## config.mk

```make
export PLATFORM = sky130hd
export DESIGN_NAME = local_store_sequencer_flat
export DESIGN_NICKNAME = d
export VERILOG_FILES = /design/src/rtl/local_store_pkg.sv /design/src/rtl/local_store_sequencer_if.sv /design/src/rtl/pe_offset_loader.sv /design/src/rtl/local_store_sequencer.sv /design/src/flat_wrapper.sv
export SDC_FILE = /design/constraint.sdc
export NUM_CORES = 1
export LEC_CHECK = 0
export ABC_CLOCK_PERIOD_IN_PS = 3900
export CORE_MARGIN = 3
export CORE_UTILIZATION = 55
export DETAILED_ROUTE_END_ITERATION = 8
export GPL_TIMING_DRIVEN = 0
export MAX_ROUTING_LAYER = met4
export PLACE_DENSITY = 0.82
export SLEW_MARGIN = 40
export SYNTH_ARGS = -nofsm -noshare
export SYNTH_HDL_FRONTEND = slang
export SYNTH_HIERARCHICAL = 1
export SYNTH_SLANG_ARGS = --single-unit
export TNS_END_PERCENT = 1
```

## constraint.sdc

```tcl
create_clock -name CLK -period 3.9 [get_ports CLK]
set_clock_uncertainty 0.05 [all_clocks]
set_input_delay 1.17 -clock CLK [delete_from_list [all_inputs] [get_ports CLK]]
set_output_delay 1.17 -clock CLK [all_outputs]
set_load 0.1 [all_outputs]
```

## src/rtl/local_store_pkg.sv

```systemverilog
// Shared encodings for the local store command bus: opcodes, sequencer FSM states
// and offset-kind indices, used by the sequencer and the PE-side store controllers.
package local_store_pkg;

    localparam logic [2:0] OP_INIT      = 3'b000;
    localparam logic [2:0] OP_HOLD      = 3'b001;
    localparam logic [2:0] OP_INCR      = 3'b010;
    localparam logic [2:0] OP_JUMP      = 3'b011;
    localparam logic [2:0] OP_SET_K_ROW = 3'b100;
    localparam logic [2:0] OP_SET_K_COL = 3'b101;
    localparam logic [2:0] OP_SET_N_ROW = 3'b110;
    localparam logic [2:0] OP_SET_N_COL = 3'b111;

    localparam int KIND_KROW = 0;
    localparam int KIND_KCOL = 1;
    localparam int KIND_NROW = 2;
    localparam int KIND_NCOL = 3;
    localparam int NUM_KINDS = 4;

    typedef enum logic [2:0] {
        ST_IDLE,
        ST_SETUP,
        ST_INIT,
        ST_RUN,
        ST_JUMP,
        ST_DONE
    } seq_state_t;

    function automatic logic [5:0] cmd_pair(input logic [2:0] kernel_op, input logic [2:0] neuron_op);
        return {kernel_op, neuron_op};
    endfunction

endpackage

```

## src/rtl/local_store_sequencer_if.sv

```systemverilog
// Job request inputs and store command bus outputs of the local store sequencer.
interface local_store_sequencer_if #(
    parameter int depth = 2,
    parameter int A     = 7,
    parameter int NPE   = 4
);
    logic                     start;
    logic                     setupEn;
    logic                     stall;
    logic [A-1:0]             rows;
    logic [A-1:0]             cols;
    logic [NPE*4*depth-1:0]   peOffsets;
    logic [5:0]               controlSignal;
    logic [NPE-1:0]           initPESelect;
    logic [depth-1:0]         initSettings;
    logic                     busy;
    logic                     done;

    modport master (
        output start, setupEn, stall, rows, cols, peOffsets,
        input  controlSignal, initPESelect, initSettings, busy, done
    );

    modport slave (
        input  start, setupEn, stall, rows, cols, peOffsets,
        output controlSignal, initPESelect, initSettings, busy, done
    );

endinterface

```

## src/rtl/pe_offset_loader.sv

```systemverilog
// Walks (pe, kind) over 4*NPE cycles while go is high, emitting one SET command per step.
// Stall holds the walker and forces HOLD/zero outputs; last flags the final step.
module pe_offset_loader
    import local_store_pkg::*;
#(
    parameter int depth = 2,
    parameter int NPE   = 4
) (
    input  logic                   CLK,
    input  logic                   RST,
    input  logic                   go,
    input  logic                   stall,
    input  logic [NPE*4*depth-1:0] offsets,
    output logic                   last,
    output logic [2:0]             kernel_cmd,
    output logic [2:0]             neuron_cmd,
    output logic [NPE-1:0]         pe_select,
    output logic [depth-1:0]       settings
);

    localparam int NSTEP = NUM_KINDS * NPE;
    localparam int IW    = $clog2(NSTEP);

    // Step index is (4*pe + kind), which is also the offset slot index.
    logic [IW-1:0] idx;
    logic [1:0]    kind;
    logic [IW-1:0] pe;

    always_ff @(posedge CLK) begin
        if (RST || !go) begin
            idx <= '0;
        end else if (!stall) begin
            idx <= idx + IW'(1);
        end
    end

    assign last = (idx == IW'(NSTEP - 1));
    assign kind = idx[1:0];
    assign pe   = idx >> 2;

    always_comb begin
        kernel_cmd = OP_HOLD;
        neuron_cmd = OP_HOLD;
        pe_select  = '0;
        settings   = '0;
        if (go && !stall) begin
            pe_select = NPE'(1) << pe;
            settings  = offsets[int'(idx)*depth +: depth];
            case (int'(kind))
                KIND_KROW: kernel_cmd = OP_SET_K_ROW;
                KIND_KCOL: kernel_cmd = OP_SET_K_COL;
                KIND_NROW: neuron_cmd = OP_SET_N_ROW;
                default:   neuron_cmd = OP_SET_N_COL;
            endcase
        end
    end

endmodule

```

## src/rtl/local_store_sequencer.sv

```systemverilog
// Command source for the PE local store controllers: optional offset setup, then a rows x cols walk.
// One command per cycle, first one the cycle after start; stall inserts HOLD and replays the command.
module local_store_sequencer
    import local_store_pkg::*;
#(
    parameter int depth = 2,
    parameter int A     = 7,
    parameter int NPE   = 4
) (
    input  logic                    CLK,
    input  logic                    RST,
    local_store_sequencer_if.slave  bus
);

    seq_state_t state, state_n;

    logic [A-1:0]           rows_q, cols_q, r, c;
    logic [A-1:0]           rows_m1, cols_m1;
    logic [NPE*4*depth-1:0] offs_q;
    logic                   zero_size, single_col;

    logic                   ld_last;
    logic [2:0]             ld_k, ld_n;
    logic [NPE-1:0]         ld_sel;
    logic [depth-1:0]       ld_set;

    logic [5:0]             cmd;
    logic [NPE-1:0]         sel_o;
    logic [depth-1:0]       set_o;
    logic                   done_o;

    assign zero_size  = (bus.rows == '0) || (bus.cols == '0);
    assign rows_m1    = rows_q - A'(1);
    assign cols_m1    = cols_q - A'(1);
    assign single_col = (cols_q == A'(1));

    pe_offset_loader #(.depth(depth), .NPE(NPE)) u_loader (
        .CLK        (CLK),
        .RST        (RST),
        .go         (state == ST_SETUP),
        .stall      (bus.stall),
        .offsets    (offs_q),
        .last       (ld_last),
        .kernel_cmd (ld_k),
        .neuron_cmd (ld_n),
        .pe_select  (ld_sel),
        .settings   (ld_set)
    );

    always_ff @(posedge CLK) begin
        if (RST) begin
            state <= ST_IDLE;
        end else begin
            state <= state_n;
        end
    end

    always_ff @(posedge CLK) begin
        if (RST) begin
            rows_q <= '0;
            cols_q <= '0;
            offs_q <= '0;
            r      <= '0;
            c      <= '0;
        end else begin
            if (state == ST_IDLE && bus.start) begin
                rows_q <= bus.rows;
                cols_q <= bus.cols;
                offs_q <= bus.peOffsets;
            end
            if (!bus.stall) begin
                case (state)
                    ST_INIT: begin
                        r <= '0;
                        c <= '0;
                    end
                    ST_RUN:  c <= c + A'(1);
                    ST_JUMP: begin
                        r <= r + A'(1);
                        c <= '0;
                    end
                    default: ;
                endcase
            end
        end
    end

    // With a single column a row has no INCR, so INIT/JUMP decide the row exit directly
    // using the row index that RUN would have seen.
    always_comb begin
        state_n = state;
        cmd     = cmd_pair(OP_HOLD, OP_HOLD);
        sel_o   = '0;
        set_o   = '0;
        done_o  = 1'b0;
        case (state)
            ST_IDLE: begin
                if (bus.start) begin
                    if (zero_size)        state_n = ST_DONE;
                    else if (bus.setupEn) state_n = ST_SETUP;
                    else                  state_n = ST_INIT;
                end
            end
            ST_SETUP: begin
                cmd   = cmd_pair(ld_k, ld_n);
                sel_o = ld_sel;
                set_o = ld_set;
                if (!bus.stall && ld_last) state_n = ST_INIT;
            end
            ST_INIT: begin
                if (!bus.stall) begin
                    cmd = cmd_pair(OP_INIT, OP_INIT);
                    if (single_col) state_n = (rows_m1 == '0) ? ST_DONE : ST_JUMP;
                    else            state_n = ST_RUN;
                end
            end
            ST_RUN: begin
                if (!bus.stall) begin
                    cmd = cmd_pair(OP_INCR, OP_INCR);
                    if (c + A'(1) == cols_m1) state_n = (r == rows_m1) ? ST_DONE : ST_JUMP;
                end
            end
            ST_JUMP: begin
                if (!bus.stall) begin
                    cmd = cmd_pair(OP_JUMP, OP_JUMP);
                    if (single_col) state_n = (r + A'(1) == rows_m1) ? ST_DONE : ST_JUMP;
                    else            state_n = ST_RUN;
                end
            end
            ST_DONE: begin
                done_o  = 1'b1;
                state_n = ST_IDLE;
            end
            default: state_n = ST_IDLE;
        endcase
    end

    assign bus.controlSignal = cmd;
    assign bus.initPESelect  = sel_o;
    assign bus.initSettings  = set_o;
    assign bus.busy          = (state != ST_IDLE);
    assign bus.done          = done_o;

endmodule

```

## src/flat_wrapper.sv

```systemverilog
// flat-port wrapper written by rule: the top's interface ports become plain ports
module local_store_sequencer_flat import local_store_pkg::*;
#(
    parameter int depth = 2,
    parameter int A     = 7,
    parameter int NPE   = 4
)
  (CLK, RST, bus_start, bus_setupEn, bus_stall, bus_rows, bus_cols, bus_peOffsets, bus_controlSignal, bus_initPESelect, bus_initSettings, bus_busy, bus_done);
  local_store_sequencer_if #(.depth(depth), .A(A), .NPE(NPE)) bus_i ();
  input  logic CLK;
  input  logic RST;
  input wire logic [$bits(bus_i.start)-1:0] bus_start;
  input wire logic [$bits(bus_i.setupEn)-1:0] bus_setupEn;
  input wire logic [$bits(bus_i.stall)-1:0] bus_stall;
  input wire logic [$bits(bus_i.rows)-1:0] bus_rows;
  input wire logic [$bits(bus_i.cols)-1:0] bus_cols;
  input wire logic [$bits(bus_i.peOffsets)-1:0] bus_peOffsets;
  output wire logic [$bits(bus_i.controlSignal)-1:0] bus_controlSignal;
  output wire logic [$bits(bus_i.initPESelect)-1:0] bus_initPESelect;
  output wire logic [$bits(bus_i.initSettings)-1:0] bus_initSettings;
  output wire logic [$bits(bus_i.busy)-1:0] bus_busy;
  output wire logic [$bits(bus_i.done)-1:0] bus_done;
  assign bus_i.start = bus_start;
  assign bus_i.setupEn = bus_setupEn;
  assign bus_i.stall = bus_stall;
  assign bus_i.rows = bus_rows;
  assign bus_i.cols = bus_cols;
  assign bus_i.peOffsets = bus_peOffsets;
  assign bus_controlSignal = bus_i.controlSignal;
  assign bus_initPESelect = bus_i.initPESelect;
  assign bus_initSettings = bus_i.initSettings;
  assign bus_busy = bus_i.busy;
  assign bus_done = bus_i.done;
  local_store_sequencer #(.depth(depth), .A(A), .NPE(NPE)) u_core (.CLK(CLK), .RST(RST), .bus(bus_i));
endmodule
```

==> results of run 1 <==
power by group:
| group | internal (W) | switching (W) | total [W] |
|---|---|---|---|
| clock | 0.000292 | 0.000277 | 0.000569 |
| combinational | 0.000456 | 0.000783 | 0.00124 |
| sequential | 0.000797 | 0.0000869 | 0.000884 |
| total | 0.00154 | 0.00115 | 0.00269 |
registers in the layout (all words and copies together) (netlist names):
| signal | flops |
|---|---|
| u_core/offs_q | 32 |
| u_core/c | 7 |
| u_core/cols_q | 7 |
| u_core/r | 7 |
| u_core/rows_q | 7 |
| u_core/u_loader/idx | 4 |
| u_core/state | 3 |
final timing paths:
kind / to / slack, ps
setup / recovery: bus_controlSignal[3] / 170
hold / removal: u_core/offs_q[5] / 410
setup reg to reg: u_core/state[0] / 1590
hold reg to reg: u_core/offs_q[5] / 410
critical path, cell delays in order:
cell	delay [ps]
dlygate4sd2_1	430
and2b_1	290
o21bai_1	170
buf_2	450
cell families after synthesis:
group	Yosys count
adders and majority gates	11
buffers and inverters	38
and+or+nand+nor	230
AOI/OAI and AO/OA	91
muxes	13
DFF	67
xor gates and xnor gates	41
other	1
cell usage after synthesis, drive strengths merged (6+ instances only):
| master | number | share of area |
|---|---|---|
| nand3 | 9 | 0.012 |
| inv | 9 | 0.0087 |
| nand2 | 117 | 0.11 |
| nor3 | 10 | 0.015 |
| clkbuf | 14 | 0.014 |
| nor2 | 41 | 0.040 |
| a21oi | 60 | 0.077 |
| and2 | 11 | 0.018 |
| ha | 11 | 0.035 |
| xor2 | 17 | 0.040 |
| mux4 | 6 | 0.040 |
| buf | 15 | 0.024 |
| and3 | 6 | 0.0097 |
| dfxtp | 67 | 0.35 |
| xnor2 | 24 | 0.061 |
| o21ai | 12 | 0.015 |
per-layer routing:
metal,vias up,wire (um)
li1,1801,-
met5,-,0
met1,1670,4370
met2,107,4500
met3,14,439
met4,0,164
layout make-up:
| cell class | count | area, um2 |
|---|---|---|
| Multi-Input combinational cell | 387 | 2380 |
| Fill cell | 532 | 2020 |
| Sequential cell | 67 | 1340 |
| Timing Repair Buffer | 64 | 596 |
| Buffer | 28 | 141 |
| Clock buffer | 9 | 124 |
| Tap cell | 96 | 120 |
| Clock inverter | 6 | 67.6 |
| Inverter | 9 | 33.8 |
repair_timing:
item	4_1_cts	5_1_grt
endpoints found under the hold margin	0	0
pin swaps	0	0
setup endpoints to repair	11	4
resized for setup	12	3
gates cloned	0	0
through the flow:
step	power (W)	setup TNS [ps]	cell area (um2)
6_report	0.00269	0	4810
5_1_grt	0.00287	0	4810
4_1_cts	0.00269	0	4800
3_5_place_dp	0.00210	-2260	4580
3_3_place_gp	0.00209	-10680	4650
2_1_floorplan	0.00183	-372	3890
==> flow_summary.yaml, run 1 <==
synthesis:
  synth_top_flop_cell: "dfxtp_1"
  avgSynthCellArea_um2: 7.90
  synth_nets: 554
  synth_top_family_by_area: "simple AND/OR/NAND/NOR gates"
  synth-xor-area-share: 0.101
  synth_mux_area_frac: 0.0583
  synth_seq_cells: 67
  ys_types: 55
  synth-seq-area-share: 0.345
  synthCells: 492
  synth-adder-area-share: 0.0354
  synth-simple-area-share: 0.274
  synth_compound_area_frac: 0.139
  synthArstFlopShare: 0
  synth_warnings: 6
  synth_enable_flop_cells: 0
  syn_area_mm2: 0.00389
worst_hold_path:
  hold_start: "u_core/offs_q[5]"
  hold_path_class: "flop to flop"
  whs_path_depth: 2
die:
  io_pins: 65
  start_util: 0.569
  rows: 30
  dieArea_mm2: 0.00811
  dieHeight_um: 90.1
  coreArea_mm2: 0.00683
  die_x_um: 90.1
clock_network:
  cts_tree: "yes"
  cts_sinks: 67
  htreeDepth: 3
  path_clk_slew_ps: 80
  cts_buffers: 9
  cts_root_buf: "clkbuf_8"
  cts_max_path_buffers: 2
  cts_hold_buf: 0
  clock_latency_ps: 340
  postCtsSetupRepairBufs: 0
power_and_ir_drop:
  powerDensity_mw_per_mm2: 560
  ir_drop_v: 0.000264
  p_leak_nw: 1.85
worst_setup_path:
  path_class: "input pin to output pin"
  worstPathRequired_ps: 2680
  crit_path_max_fanout: 8
  r2r_cells: 8
  crit_path_end_kind: "output pin"
  rr_startpoint: "u_core/rows_q[0]"
  setup.worst_path.start_class: "input pin"
  crit_arrival_ps: 2510
  crit_start: "bus_stall"
final_layout:
  layout_commonest_cell: "nand2_1"
  layout_common_cells: "nand2_1 (117), dfxtp_1 (67), a21oi_1 (60), clkdlybuf4s50_1 (49), nor2_1 (39)"
  final_nets: 628
  diodes: 0
  final_cells: 666
  areaGrowthSynthToFinish_pct: 23.7
  drive_gt1_frac: 0.111
  post-route-util: 0.704
placed_design:
  dp.cells: 652
  place_hpwl_um: 7050
  pre_cts_ws_ps: -426
  io_buffers: 64
  routabilityCongestion: 0.918
timing:
  relSlewSlack: 0.640
  worst_slew_pin_slew_ps: 541
  holdWs_ps: 406
  rsz0062_at_grt: "no"
  timing.fmax_mhz: 268
  period_needed_ps: 3730
  hold_violations: 0
  drv_slew: 0
  setup_violations: 0
  worst_slack_ps: 174
  fin_crit_sh: 0.955
drt:
  drtIter0Drc: 202
  post_drt_wl_per_cell_um: 14.2
  antenna_left: 0
  dr.pass1.iters: 5
  vias: 3592
  drc: 0
  viasPerCell: 5.39
  finalWirelength_um: 9470
grt:
  gr-usage-met2: 0.384
  met1_usage: 0.315
  grt_pass1_vias: 3477
  antenna_found_initial: 0
  busiest_layer: "met2"
  grt_util_all_layers: 0.245
  use_met3: 0.0536
  grt_max_degree: 13
  grt_pass1_wl_um: 15900
  grt-ovfl-total: 0
run:
  max_cap_viol_count: 0
run_status:
  outcome: "complete, no violations"
(Power assumes the default switching activity.)
==> inputs of run 2 (changes only) <==
PLACE_DENSITY = 0.92   (was 0.82)
SYNTH_HIERARCHICAL = not set   (was 1)
==> run 2 against run 1 <==
Compared with the run above: global-route usage rose by 3.4 points; flip-flop and latch count did not move; non-clock buffer count fell by 1; clock power fell by 7.4%; wire length rose by 5.2%; synthesized cell count fell by 5.3%; via count rose by 0.75%; design area fell by 3.4%; critical path type is now flop to output pin; critical endpoint is now bus_initSettings[0].
==> flow_summary.yaml, run 2 <==
run_status:
  outcome: "complete, no violations"
synthesis:
  synth_top_cell_by_area: "dfxtp_1"
  avgSynthCellArea_um2: 7.96
  synth_top_cell_area_share: 0.362
  synth-seq-area-share: 0.362
  syn_area_mm2: 0.00371
  yosysMostFrequentCell: "nand2_1"
  synth_enable_flop_cells: 0
  synthArstFlopShare: 0
  synth_top_flop_cell: "dfxtp_1"
  synth_nets: 528
  synth_warnings: 0
  synthTopCellsByCount: "nand2_1 (109), dfxtp_1 (67), a21oi_1 (55), nor2_1 (39), xnor2_1 (24)"
  ys_types: 47
  synth_seq_cells: 67
  synthCells: 466
  synth_area_leaders: "dfxtp_1 (36%), nand2_1 (11%), a21oi_1 (7.4%), mux4_2 (6.1%), xnor2_1 (5.7%)"
drt:
  finalWirelength_um: 9960
  drtIter0Drc: 298
  post_drt_wl_per_cell_um: 16.1
  antenna_left: 0
  vias: 3619
  drc: 0
  viasPerCell: 5.84
  dr.pass1.iters: 5
final_layout:
  top_register: "u_core.offs_q"
  areaGrowthSynthToFinish_pct: 25.2
  layout_commonest_cell: "nand2_1"
  layout_common_cells: "nand2_1 (109), dfxtp_1 (67), a21oi_1 (55), clkdlybuf4s50_1 (48), nor2_1 (36)"
  final_nets: 601
  drive_gt1_frac: 0.123
  post-route-util: 0.719
  largest_reg_flops: 32
  fillers: 477
  diodes: 0
  final_cells: 620
die:
  dieArea_mm2: 0.00776
  io_pins: 65
  die_x_um: 88.1
  coreArea_mm2: 0.00646
  dieHeight_um: 88.1
  start_util: 0.574
  rows: 29
run:
  max_cap_viol_count: 0
worst_hold_path:
  hold_path_class: "flop to flop"
power_and_ir_drop:
  clockPowerShare: 0.203
  switching_share: 0.436
  switching_power_w: 0.00114
  ir_drop_v: 0.000411
  p_seq_frac: 0.337
  internal-power_w: 0.00147
  power_frac_comb: 0.460
  p_leak_nw: 1.74
  powerDensity_mw_per_mm2: 560
  power_w: 0.00260
grt:
  grt_util_all_layers: 0.279
  grt_max_degree: 13
  grt_pass1_wl_um: 16300
  grt_pass1_vias: 3412
  antenna_found_initial: 0
  grt-ovfl-total: 0
worst_setup_path:
  crit_path_end_kind: "output pin"
  crit_path_end: "bus_initSettings[0]"
  path_class: "flop to output pin"
  r2r_cells: 9
  worstPathRequired_ps: 2680
  worstPathCellList: "clkbuf_1 > mux4_2 > mux4_2 > and2_1 > buf_4"
  r2r-end: "u_core.state[1]"
  max_stage_delay_ps: 550
  rr_startpoint: "u_core.cols_q[0]"
  crit_path_max_fanout: 10
  crit_top_cell: "mux4_2"
  slowest_stage: "clkbuf_1"
  crit_start: "u_core.u_loader.idx[1]"
  setup.worst_path.start_class: "flop"
  crit_arrival_ps: 2630
  r2r_slack_ps: 1400
timing:
  timing.fmax_mhz: 260
  worst_slew_pin_slew_ps: 666
  rsz0062_at_grt: "no"
  period_needed_ps: 3850
  fin_crit_sh: 0.987
  hold_violations: 0
  tns_ps: 0
  relSlewSlack: 0.556
  drv_slew: 0
  setup_violations: 0
  worst_slack_ps: 49.2
placed_design:
  io_buffers: 63
  dp.cells: 606
  place_hpwl_um: 7310
  routabilityCongestion: 0.964
  pre_cts_ws_ps: -450
clock_network:
  cts_hold_buf: 0
  cts_buffers: 9
  postCtsSetupRepairBufs: 0
  cts_sinks: 67
  cts_max_path_buffers: 2
  path_clk_slew_ps: 80
  cts_root_buf: "clkbuf_8"
  clock_latency_ps: 350
  htreeDepth: 3
  cts_tree: "yes"
==> run 2: cell count changes after synthesis, moves of 4 or more <==
cell and delta:
and2_1 -6, mux4_1 -5, a31oi_1 +5, nand2_1 -8, nand4_1 -4, mux4_2 +9, nand3_1 +6, a21oi_1 -5
==> run 2: how the worst min path moves through the flow <==
stage | start | end | depth (start not counted) | slack, ps
after floorplan | u_core.offs_q[12] | u_core.offs_q[12] | 2 | 380
after global placement | u_core.offs_q[25] | u_core.offs_q[25] | 2 | 390
after detailed placement | u_core.offs_q[28] | u_core.offs_q[28] | 2 | 400
after CTS | u_core.offs_q[28] | u_core.offs_q[28] | 2 | 410
after global routing | u_core.offs_q[15] | u_core.offs_q[15] | 2 | 430
final | u_core.offs_q[2] | u_core.offs_q[2] | 2 | 410
==> run 2: final cells by class <==
type                    instances  area [um2]  share of cell area
plain buffers                  28         128              0.0275
clock buffers                  10         138              0.0296
clock inverters                 5        38.8             0.00835
inverters                       9        33.8             0.00728
multi-input cells             361        2260               0.487
flip-flops and latches         67        1340               0.289
well taps                      77        96.3              0.0207
repair buffers                 63         604               0.130
==> run 2: per-stage QoR <==
step	hold slack (ps)	area, um2
finish	408	4640
global route	426	4640
CTS	409	4640
detailed placement	399	4400
global placement	389	4470
floorplan	383	3740
==> run 2: cell families after synthesis <==
logic type	after synthesis	synth area share
flops	67	0.362
fa+ha+maj	11	0.0371
simple gates	213	0.261
buf+inv	38	0.0412
compound gates	83	0.131
xor+xnor	41	0.0989
mux	13	0.0692
==> run 2: power groups by stage <==
stage	registers [W]	clock network, W	logic [W]
after global routing	0.000891	0.000556	0.00129
after global placement	0.000878	0	0.00113
after floorplan	0.000863	0	0.000900
after detailed placement	0.000889	0	0.00115
after CTS	0.000875	0.000525	0.00117
final	0.000877	0.000527	0.00120
==> run 2: per-layer routing <==
layer / vias to the layer above / global-route usage / routed length (um) / share of wire
met3: 24 / 0.0329 / 653 / 0.066
met1: 1708 / 0.350 / 4260 / 0.43
met2: 168 / 0.465 / 4820 / 0.48
met5: - / - / 0 / 0
li1: 1719 / - / - / -
met4: 0 / 0.0975 / 221 / 0.022
==> run 2: worst max-delay path, delay by kind of cell, from the launching register on <==
family / cells / cell delay, ps
buffers and inverters: 2 / 780
multiplexers: 2 / 910
AND/OR/NAND/NOR: 1 / 170
flip-flops: 1 / 430
==> run 2: timing repair <==
action,CTS,global route
resized for setup,23,1
pin swaps,1,0
setup endpoints to repair,12,2
==> inputs of run 3 (changes only) <==
HOLD_SLACK_MARGIN = 0.1   (was not set)
PLACE_DENSITY = 0.83   (was 0.92)
==> run 3 against run 2 <==
Compared with the run above: first-iteration DRC count fell by 16%; flip-flop and latch count unchanged; register-to-register slack better by 110 ps; largest cell class unchanged.
==> flow_summary.yaml, run 3 (synthesized netlist as in run 2, its figures left out) <==
run_status:
  outcome: "complete, no violations"
power_and_ir_drop:
  internal-power_w: 0.00160
  clockPowerShare: 0.244
  p_leak_nw: 1.79
  switching_power_w: 0.00112
  power_frac_comb: 0.435
  power_w: 0.00272
  powerDensity_mw_per_mm2: 578
  p_seq_frac: 0.321
  switching_share: 0.413
  ir_drop_v: 0.000404
timing:
  drv_slew: 0
  tns_ps: 0
  worst_slack_ps: 72.2
  relSlewSlack: 0.575
  period_needed_ps: 3830
  setup_violations: 0
  worst_slew_pin_slew_ps: 637
  rsz0062_at_grt: "yes"
  hold_violations: 0
  timing.fmax_mhz: 261
  fin_crit_sh: 0.981
final_layout:
  top_register: "u_core.offs_q"
  fillers: 520
  layout_commonest_cell: "nand2_1"
  multi_input_area_mm2: 0.00226
  post-route-util: 0.729
  diodes: 0
  layout_common_cells: "nand2_1 (109), dfxtp_1 (67), a21oi_1 (55), clkdlybuf4s50_1 (48), nor2_1 (36)"
  areaGrowthSynthToFinish_pct: 27.0
  largest_reg_flops: 32
  drive_gt1_frac: 0.125
  seq_area_mm2: 0.00134
  final_nets: 601
clock_network:
  cts_hold_buf: 0
  cts_tree: "yes"
  htreeDepth: 3
  cts_max_path_buffers: 2
  cts_sinks: 67
  cts_root_buf: "clkbuf_8"
  cts_buffers: 9
  clock_latency_ps: 360
  path_clk_slew_ps: 80
grt:
  grt-ovfl-total: 0
  grt_pass1_wl_um: 15500
  grt_max_degree: 13
  grt_util_all_layers: 0.268
  antenna_found_initial: 0
  grt_pass1_vias: 3300
placed_design:
  io_buffers: 63
  pre_cts_ws_ps: -526
  place_hpwl_um: 7010
  routabilityCongestion: 0.957
die:
  dieHeight_um: 88.1
  coreArea_mm2: 0.00646
  rows: 29
  dieArea_mm2: 0.00776
  start_util: 0.574
  die_x_um: 88.1
  io_pins: 65
drt:
  drtIter0Drc: 251
  dr.pass1.iters: 5
  antenna_left: 0
  drc: 0
  finalWirelength_um: 9660
  viasPerCell: 5.62
  post_drt_wl_per_cell_um: 15.6
  vias: 3490
worst_setup_path:
  setup.worst_path.start_class: "flop"
  crit_path_max_fanout: 10
  worstPathRequired_ps: 2680
  path_class: "flop to output pin"
  crit_arrival_ps: 2610
  crit_path_end_kind: "output pin"
worst_hold_path:
  hold_path_class: "flop to flop"
run:
  max_cap_viol_count: 0
## run 3: cell count changes in the layout (fill, tap and decap cells not counted)
cell,change
clkbuf_8,-1
buf_4,-1
inv_6,-1
buf_12,+1
buf_6,+1
clkinvlp_4,-2
dlygate4sd2_1,-1
clkinv_2,+1
clkinv_4,+1
bufinv_16,+2
dlymetal6s2s_1,+1
## run 3: worst paths after layout
kind,startpoint,end,cells after the start,slack [ps]
max,u_core.u_loader.idx[1],bus_initSettings[0],5,70
min,u_core.offs_q[20],u_core.offs_q[20],2,410
max reg2reg,u_core.cols_q[0],u_core.state[1],9,1510
min reg2reg,u_core.offs_q[20],u_core.offs_q[20],2,410
## run 3: cell type report
cell class | count | area share
clock inverters | 6 | 0.0189
inverters | 9 | 0.00718
clock buffers | 10 | 0.0292
well taps | 77 | 0.0205
plain buffers | 28 | 0.0274
flip-flops and latches | 67 | 0.285
multi-input cells | 361 | 0.481
repair buffers | 63 | 0.131
## run 3: through the flow
stage               instance area (um2)  hold WS, ps  std cells
floorplan                          3740          383        466
global placement                   4470          390        606
detailed placement                 4400          395        606
CTS                                4700          405        621
global route                       4710          419        621
finish                             4710          406        621
## run 3: worst max-delay path: stages (launching register included)
cell and delay, ps:
dfxtp_1 410, clkbuf_1 520, mux4_2 420, mux4_2 470, and2_1 190, buf_4 230
## run 3: timing repair
action,4_1_cts,5_1_grt
setup buffers,0,0
resized for setup,24,3
setup endpoints to repair,12,7
gates cloned,0,0
## run 3: power by group through the flow
stage	Combinational, W	Sequential, W	Clock, W
3_3_place_gp	0.00114	0.000879	0
2_1_floorplan	0.000900	0.000863	0
4_1_cts	0.00117	0.000873	0.000659
6_report	0.00119	0.000874	0.000663
3_5_place_dp	0.00114	0.000888	0
5_1_grt	0.00128	0.000888	0.000695
## run 3: layer usage
layer	global-route usage	vias to the layer above	share of wire
li1	-	1716	-
met1	0.346	1605	0.45
met2	0.420	153	0.47
met3	0.0395	16	0.061
met4	0.115	0	0.019
met5	-	-	0
